**src/rtl/saturn_bus_fabric.sv**
```systemverilog
// ---------------------------------------------------------------------------
// saturn_bus_fabric
// Bus fabric between the saturn bus controller and NUM_SLAVES memory-mapped
// devices. It owns the 4-phase one-hot sequencer and the bus cycle counter,
// drives the configuration daisy chain, returns the selected slave nibble to
// the controller, and flags/counts bus contention. Slot 0 is the default
// device (ROM): it is never part of the daisy chain and drives the bus
// whenever no other slot is active.
//
// Ports
//   i_clk, i_reset       clock, synchronous active-high reset
//   i_clk_en             global clock enable
//   i_debug_cycle        debug stall, freezes phases and counter
//   i_ctrl_bus_clk_en    controller bus strobe request
//   i_ctrl_halt          controller halt request (ORed into o_halt)
//   i_slave_nibble       slot k nibble in bits [4k+3:4k]
//   i_slave_active       slot k claims the access (bit 0 ignored)
//   i_slave_daisy        daisy-out of slot k (bit 0 ignored)
//   o_slave_daisy        daisy-in to slot k (bit 0 tied 0)
//   o_bus_clk_en         i_clk_en & i_ctrl_bus_clk_en
//   o_bus_nibble_in      nibble returned to the controller
//   o_phases / o_phase   one-hot / binary phase, o_phase_0 = o_phases[0]
//   o_cycle_ctr          completed bus cycles
//   o_halt               sticky fabric halt | i_ctrl_halt
//   o_contention         more than one of slots 1..N-1 active this cycle
//   o_cont_count         saturating contention count
// ---------------------------------------------------------------------------
module saturn_bus_fabric #(
   parameter int NUM_SLAVES  = 4,
   parameter int CTR_W       = 32,
   parameter int HALT_CYCLE  = 0,
   parameter int HALT_FREEZE = 1,
   parameter int REG_RETURN  = 0,
   parameter int CONT_W      = 8
) (
   input  logic                    i_clk,
   input  logic                    i_reset,
   input  logic                    i_clk_en,
   input  logic                    i_debug_cycle,
   input  logic                    i_ctrl_bus_clk_en,
   input  logic                    i_ctrl_halt,
   input  logic [4*NUM_SLAVES-1:0] i_slave_nibble,
   input  logic [NUM_SLAVES-1:0]   i_slave_active,
   input  logic [NUM_SLAVES-1:0]   i_slave_daisy,
   output logic [NUM_SLAVES-1:0]   o_slave_daisy,
   output logic                    o_bus_clk_en,
   output logic [3:0]              o_bus_nibble_in,
   output logic [3:0]              o_phases,
   output logic [1:0]              o_phase,
   output logic                    o_phase_0,
   output logic [CTR_W-1:0]        o_cycle_ctr,
   output logic                    o_halt,
   output logic                    o_contention,
   output logic [CONT_W-1:0]       o_cont_count
);

   logic [3:0]        phases_reg;
   logic [CTR_W-1:0]  ctr_reg;
   logic              fab_halt_reg;
   logic [CONT_W-1:0] cont_reg;
   logic              adv;
   logic              halt_hit;
   logic [3:0]        sel_nibble;
   logic [4:0]        active_cnt;

   // Slot 0 never takes part in arbitration or the daisy chain.
   logic unused_slot0;
   assign unused_slot0 = i_slave_active[0] ^ i_slave_daisy[0];

   assign o_bus_clk_en = i_clk_en & i_ctrl_bus_clk_en;
   assign o_halt       = fab_halt_reg | i_ctrl_halt;
   assign adv          = i_clk_en & ~i_debug_cycle & ~((HALT_FREEZE != 0) & o_halt);
   assign halt_hit     = (HALT_CYCLE != 0) && (ctr_reg == CTR_W'(HALT_CYCLE));

   assign o_phases    = phases_reg;
   assign o_phase_0   = phases_reg[0];
   assign o_cycle_ctr = ctr_reg;
   assign o_cont_count = cont_reg;

   always_comb begin
      case (phases_reg)
         4'b0010: o_phase = 2'd1;
         4'b0100: o_phase = 2'd2;
         4'b1000: o_phase = 2'd3;
         default: o_phase = 2'd0;
      endcase
   end

   // Sequencer, cycle counter and sticky halt.
   always_ff @(posedge i_clk) begin
      if (i_reset) begin
         phases_reg   <= 4'b0001;
         ctr_reg      <= '0;
         fab_halt_reg <= 1'b0;
      end else begin
         if (adv) begin
            phases_reg <= {phases_reg[2:0], phases_reg[3]};
            // A bus cycle completes when phase 3 advances back to phase 0.
            if (phases_reg[3])
               ctr_reg <= ctr_reg + CTR_W'(1);
         end
         if (halt_hit)
            fab_halt_reg <= 1'b1;
      end
   end

   // Return mux: the highest-index active slot wins, slot 0 is the default.
   always_comb begin
      sel_nibble = i_slave_nibble[3:0];
      for (int k = 1; k < NUM_SLAVES; k++) begin
         if (i_slave_active[k])
            sel_nibble = i_slave_nibble[4*k +: 4];
      end
   end

   always_comb begin
      active_cnt = '0;
      for (int k = 1; k < NUM_SLAVES; k++)
         active_cnt = active_cnt + 5'(i_slave_active[k]);
   end

   assign o_contention = (active_cnt > 5'd1);

   always_ff @(posedge i_clk) begin
      if (i_reset)
         cont_reg <= '0;
      else if (o_bus_clk_en && o_contention && (cont_reg != '1))
         cont_reg <= cont_reg + CONT_W'(1);
   end

   // Daisy chain: the last slot is always enabled, each slot below takes the
   // daisy-out of the slot above it.
   generate
      for (genvar gi = 0; gi < NUM_SLAVES; gi++) begin : g_daisy
         if (gi == 0) begin : g_rom
            assign o_slave_daisy[gi] = 1'b0;
         end else if (gi == NUM_SLAVES - 1) begin : g_top
            assign o_slave_daisy[gi] = 1'b1;
         end else begin : g_mid
            assign o_slave_daisy[gi] = i_slave_daisy[gi+1];
         end
      end
   endgenerate

   generate
      if (REG_RETURN != 0) begin : g_reg_ret
         logic [3:0] nibble_reg;
         always_ff @(posedge i_clk) begin
            if (i_reset)
               nibble_reg <= 4'h0;
            else if (o_bus_clk_en)
               nibble_reg <= sel_nibble;
         end
         assign o_bus_nibble_in = nibble_reg;
      end else begin : g_comb_ret
         assign o_bus_nibble_in = sel_nibble;
      end
   endgenerate

endmodule

```
**config.mk**
```make
export PLATFORM = sky130hd
export DESIGN_NAME = saturn_bus_fabric
export DESIGN_NICKNAME = d
export VERILOG_FILES = /design/src/rtl/saturn_bus_fabric.sv
export SDC_FILE = /design/constraint.sdc
export NUM_CORES = 1
export LEC_CHECK = 0
export CAP_MARGIN = 40
export CORE_MARGIN = 1.5
export CORE_UTILIZATION = 30
export DETAILED_ROUTE_END_ITERATION = 6
export DONT_BUFFER_PORTS = 1
export GPL_ROUTABILITY_DRIVEN = 0
export HOLD_SLACK_MARGIN = 0.08
export PLACE_DENSITY_LB_ADDON = 0.05
export SLEW_MARGIN = 20
export SYNTH_ARGS = -nofsm -noshare
export SYNTH_HDL_FRONTEND = slang
export SYNTH_SLANG_ARGS = --single-unit
```
**constraint.sdc**
```tcl
create_clock -name i_clk -period 3.2 [get_ports i_clk]
set_input_delay 0.32 -clock i_clk [delete_from_list [all_inputs] [get_ports i_clk]]
set_output_delay 0.32 -clock i_clk [all_outputs]
set_load 0.01 [all_outputs]
```
==> results.ini <==
[outcome]
outcome = completed

[die]
die_area_mm2 = 0.008135
rows = 31
ios = 88
start_util_pct = 31.28
core_area_mm2 = 0.007292
dieWidth_um = 90.20
dieHeight_um = 90.20

[yosys]
synth.area.mux_share_pct = 3.511
synth-adder-area-share_pct = 1.646
ys_warn_count = 0
yosys_register_bits = 44
synthSimpleGateAreaFrac_pct = 27.87
ys_top_cells_by_area = dfxtp_1 (39%), a21oi_1 (7.2%), or4_1 (6.6%)
synth_nets = 311
yosysTopAreaCell = dfxtp_1
syn-instance-count = 278
syn_area_mm2 = 0.002281
synth_xor_area_share_pct = 3.840
yosys.cell_types.count = 35
seq_area_frac_synth_pct = 38.62
syn_avg_cell_area_um2 = 8.205
synth_compound_gate_area_share_pct = 17.83
synth_top_family_by_area = simple AND/OR/NAND/NOR gates
synth_top_area_share_pct = 38.62

[power_and_ir_drop]
power.internal_mw = 0.9565
p_sw_share_pct = 19.93
switchingPower_mw = 0.2381
p_clk_share_pct = 49.9
powerDensity_mw_per_mm2 = 479.8
leakagePower_nw = 0.7411
p_seq_share_pct = 46.5
combPwrFrac_pct = 3.6
ir_drop_uv = 237.4

[worst_setup_path]
path_class = reg -> reg
critPathCaptureType = flip-flop
worstPathArrival_ns = 2.61
cp.required_ns = 3.43
crit_path_start_kind = flip-flop
cp_max_fo = 23
rr_startpoint = o_phases[3]$_SDFFE_PP0P_
crit_path_start = o_phases[3]$_SDFFE_PP0P_

[cells_and_area]
drive_gt1_share_pct = 5.224
final_util_pct = 34.15
postLayoutCellArea_mm2 = 0.002490
layout.nets = 300
n_antenna_cell = 0
synthToLayoutAreaGrowth_pct = 9.161
final_common_cell = dfxtp_1
final_cell_mix = dfxtp_1 (44), a21oi_1 (33), or4_1 (20)

[timing]
tns_ns = 0
hold_violations = 0
finClkSkew_ns = 0.01143
rsz0062_at_grt = no
slew_viol_final = 0
slew_headroom_pct = 51.25
worstMarginPinSlew_ns = 0.7280
min_period_over_period_pct = 74.38
setup_violations = 0
layout_setup_ws_ns = 0.8200
max_freq_mhz = 420.2
min_period_ns = 2.380

[clocking]
cts_buffers = 5
cts-root-buf = clkbuf_8
cts.sinks = 44
clock_path_buffers = 2
htree_levels = 2
ctsResizeCount = 0
clkTransAtPathRegs_ns = 0.09
worst_skew_pair.late_latency_ns = 0.30
cts_tree = built

[routing]
drtIter0Drc = 68
num_vias = 1977
viasPerCell = 5.387
postRouteAntennaNets = 0
drc = 0
drt_wl_total_um = 5711
dr.pass1.iters = 4
wl_per_cell_um = 15.56

[global_routing]
grtUsageTotal_pct = 14.37
grt_overflow = 0
grt_pass1_vias = 1872
grt_max_degree = 41
grt_pass1_wl_um = 9597
antenna_found_initial = 0

[worst_hold_path]
hold_path_class = in -> reg
hp-start = i_reset

[placed_design]
pre_cts_ws_ns = 0.8327
dp_hpwl_um = 3800
port_buffers = 0
dpl-instance-area_mm2 = 0.002301

[run]
maxCapViolCount = 0

## synth_stat cells
cell and instances:
nor3_1 6, o31a_1 1, conb_1 2, nand2_1 19, or4_1 20, nor2_1 18
inv_1 9, nor4bb_1 1, buf_4 6, o21ai_0 16, nand3_1 11, buf_6 1
nor4b_1 1, nor3b_1 1, o21ba_2 1, a21oi_1 33, xnor2_1 7, ha_1 3
o211ai_1 1, a21o_1 1, or3_1 11, and3_1 2, buf_2 2, and2_1 2
dfxtp_1 44, nor4_1 1, nand4bb_1 1, or4_4 2, or2_2 1, xor2_1 3
mux2i_1 8, clkbuf_1 12, and4_1 3, o31ai_1 17, nand4_1 11
## repair_timing
item / CTS / global route
hold buffers: 2 / 0
hold endpoints to repair: 40 / 0
setup endpoints to repair: 0 / 0
buffers inserted: 0 / 0
## flip-flops by register name (all words and copies together), names as in the netlist
| signal | cells |
|---|---|
| o_cycle_ctr | 32 |
| o_phases | 4 |
| o_cont_count | 8 |
## logic make-up (layout without fill, tap and decap cells)
logic type / after synthesis / after routing
multiplexers: 8 / 8
adder cells (fa/ha/maj): 3 / 3
other: 2 / 2
flip-flops: 44 / 44
buffers and inverters: 30 / 20
XOR/XNOR: 10 / 10
AND/OR/NAND/NOR: 111 / 111
AO/OA/AOI/OAI: 70 / 70
## per-layer routing
metal  vias to the layer above  share of wire [%]  global-route usage [%]
met4                         0               0.84                   3.571
met3                         5                6.1                   4.484
met5                         -                  0                       0
li1                        999                  -                       -
met2                        53                 46                   22.98
met1                       920                 47                   18.75
## power by group through the flow
| stage | Combinational (mW) | Sequential (mW) | Clock, mW |
|---|---|---|---|
| floorplan | 0.0426 | 0.566 | 0 |
| global placement | 0.0299 | 0.568 | 0 |
| detailed placement | 0.0298 | 0.569 | 0 |
| CTS | 0.0433 | 0.556 | 0.616 |
| global route | 0.0485 | 0.556 | 0.639 |
| finish | 0.0426 | 0.555 | 0.597 |
## final cells by class
class | instances | area [µm²]
fillers | 818 | 4802
multi-input cells | 204 | 1255
flip-flops and latches | 44 | 880.8
well taps | 99 | 123.9
clock inverters | 3 | 90.09
clock buffers | 5 | 68.82
repair buffers | 3 | 37.54
inverters | 9 | 33.78
## worst paths after layout
path | to | slack (ns) | cells past startpoint
min reg2reg | o_cycle_ctr[31]$_SDFFE_PP0P_ | 0.53 | 2
max reg2reg | o_cycle_ctr[30]$_SDFFE_PP0P_ | 0.82 | 4
max | o_cycle_ctr[30]$_SDFFE_PP0P_ | 0.82 | 4
min | o_cont_count[5]$_SDFFE_PP0P_ | 0.09 | 1
## through the flow
step / hold slack, ns / instances / power (mW)
after floorplan: 0.4959 / 278 / 0.6091
after global placement: 0.3951 / 357 / 0.5983
after detailed placement: 0.3961 / 357 / 0.5983
after CTS: 0.08012 / 367 / 1.215
after global routing: 0.08419 / 367 / 1.244
final: 0.09437 / 367 / 1.195
## critical path: stages, from the launching register on
cell	delay (ns)
dfxtp_1	0.49
nand4bb_1	0.36
or4_4	0.76
or4_1	0.55
a21oi_1	0.14
(Power assumes the default switching activity.)
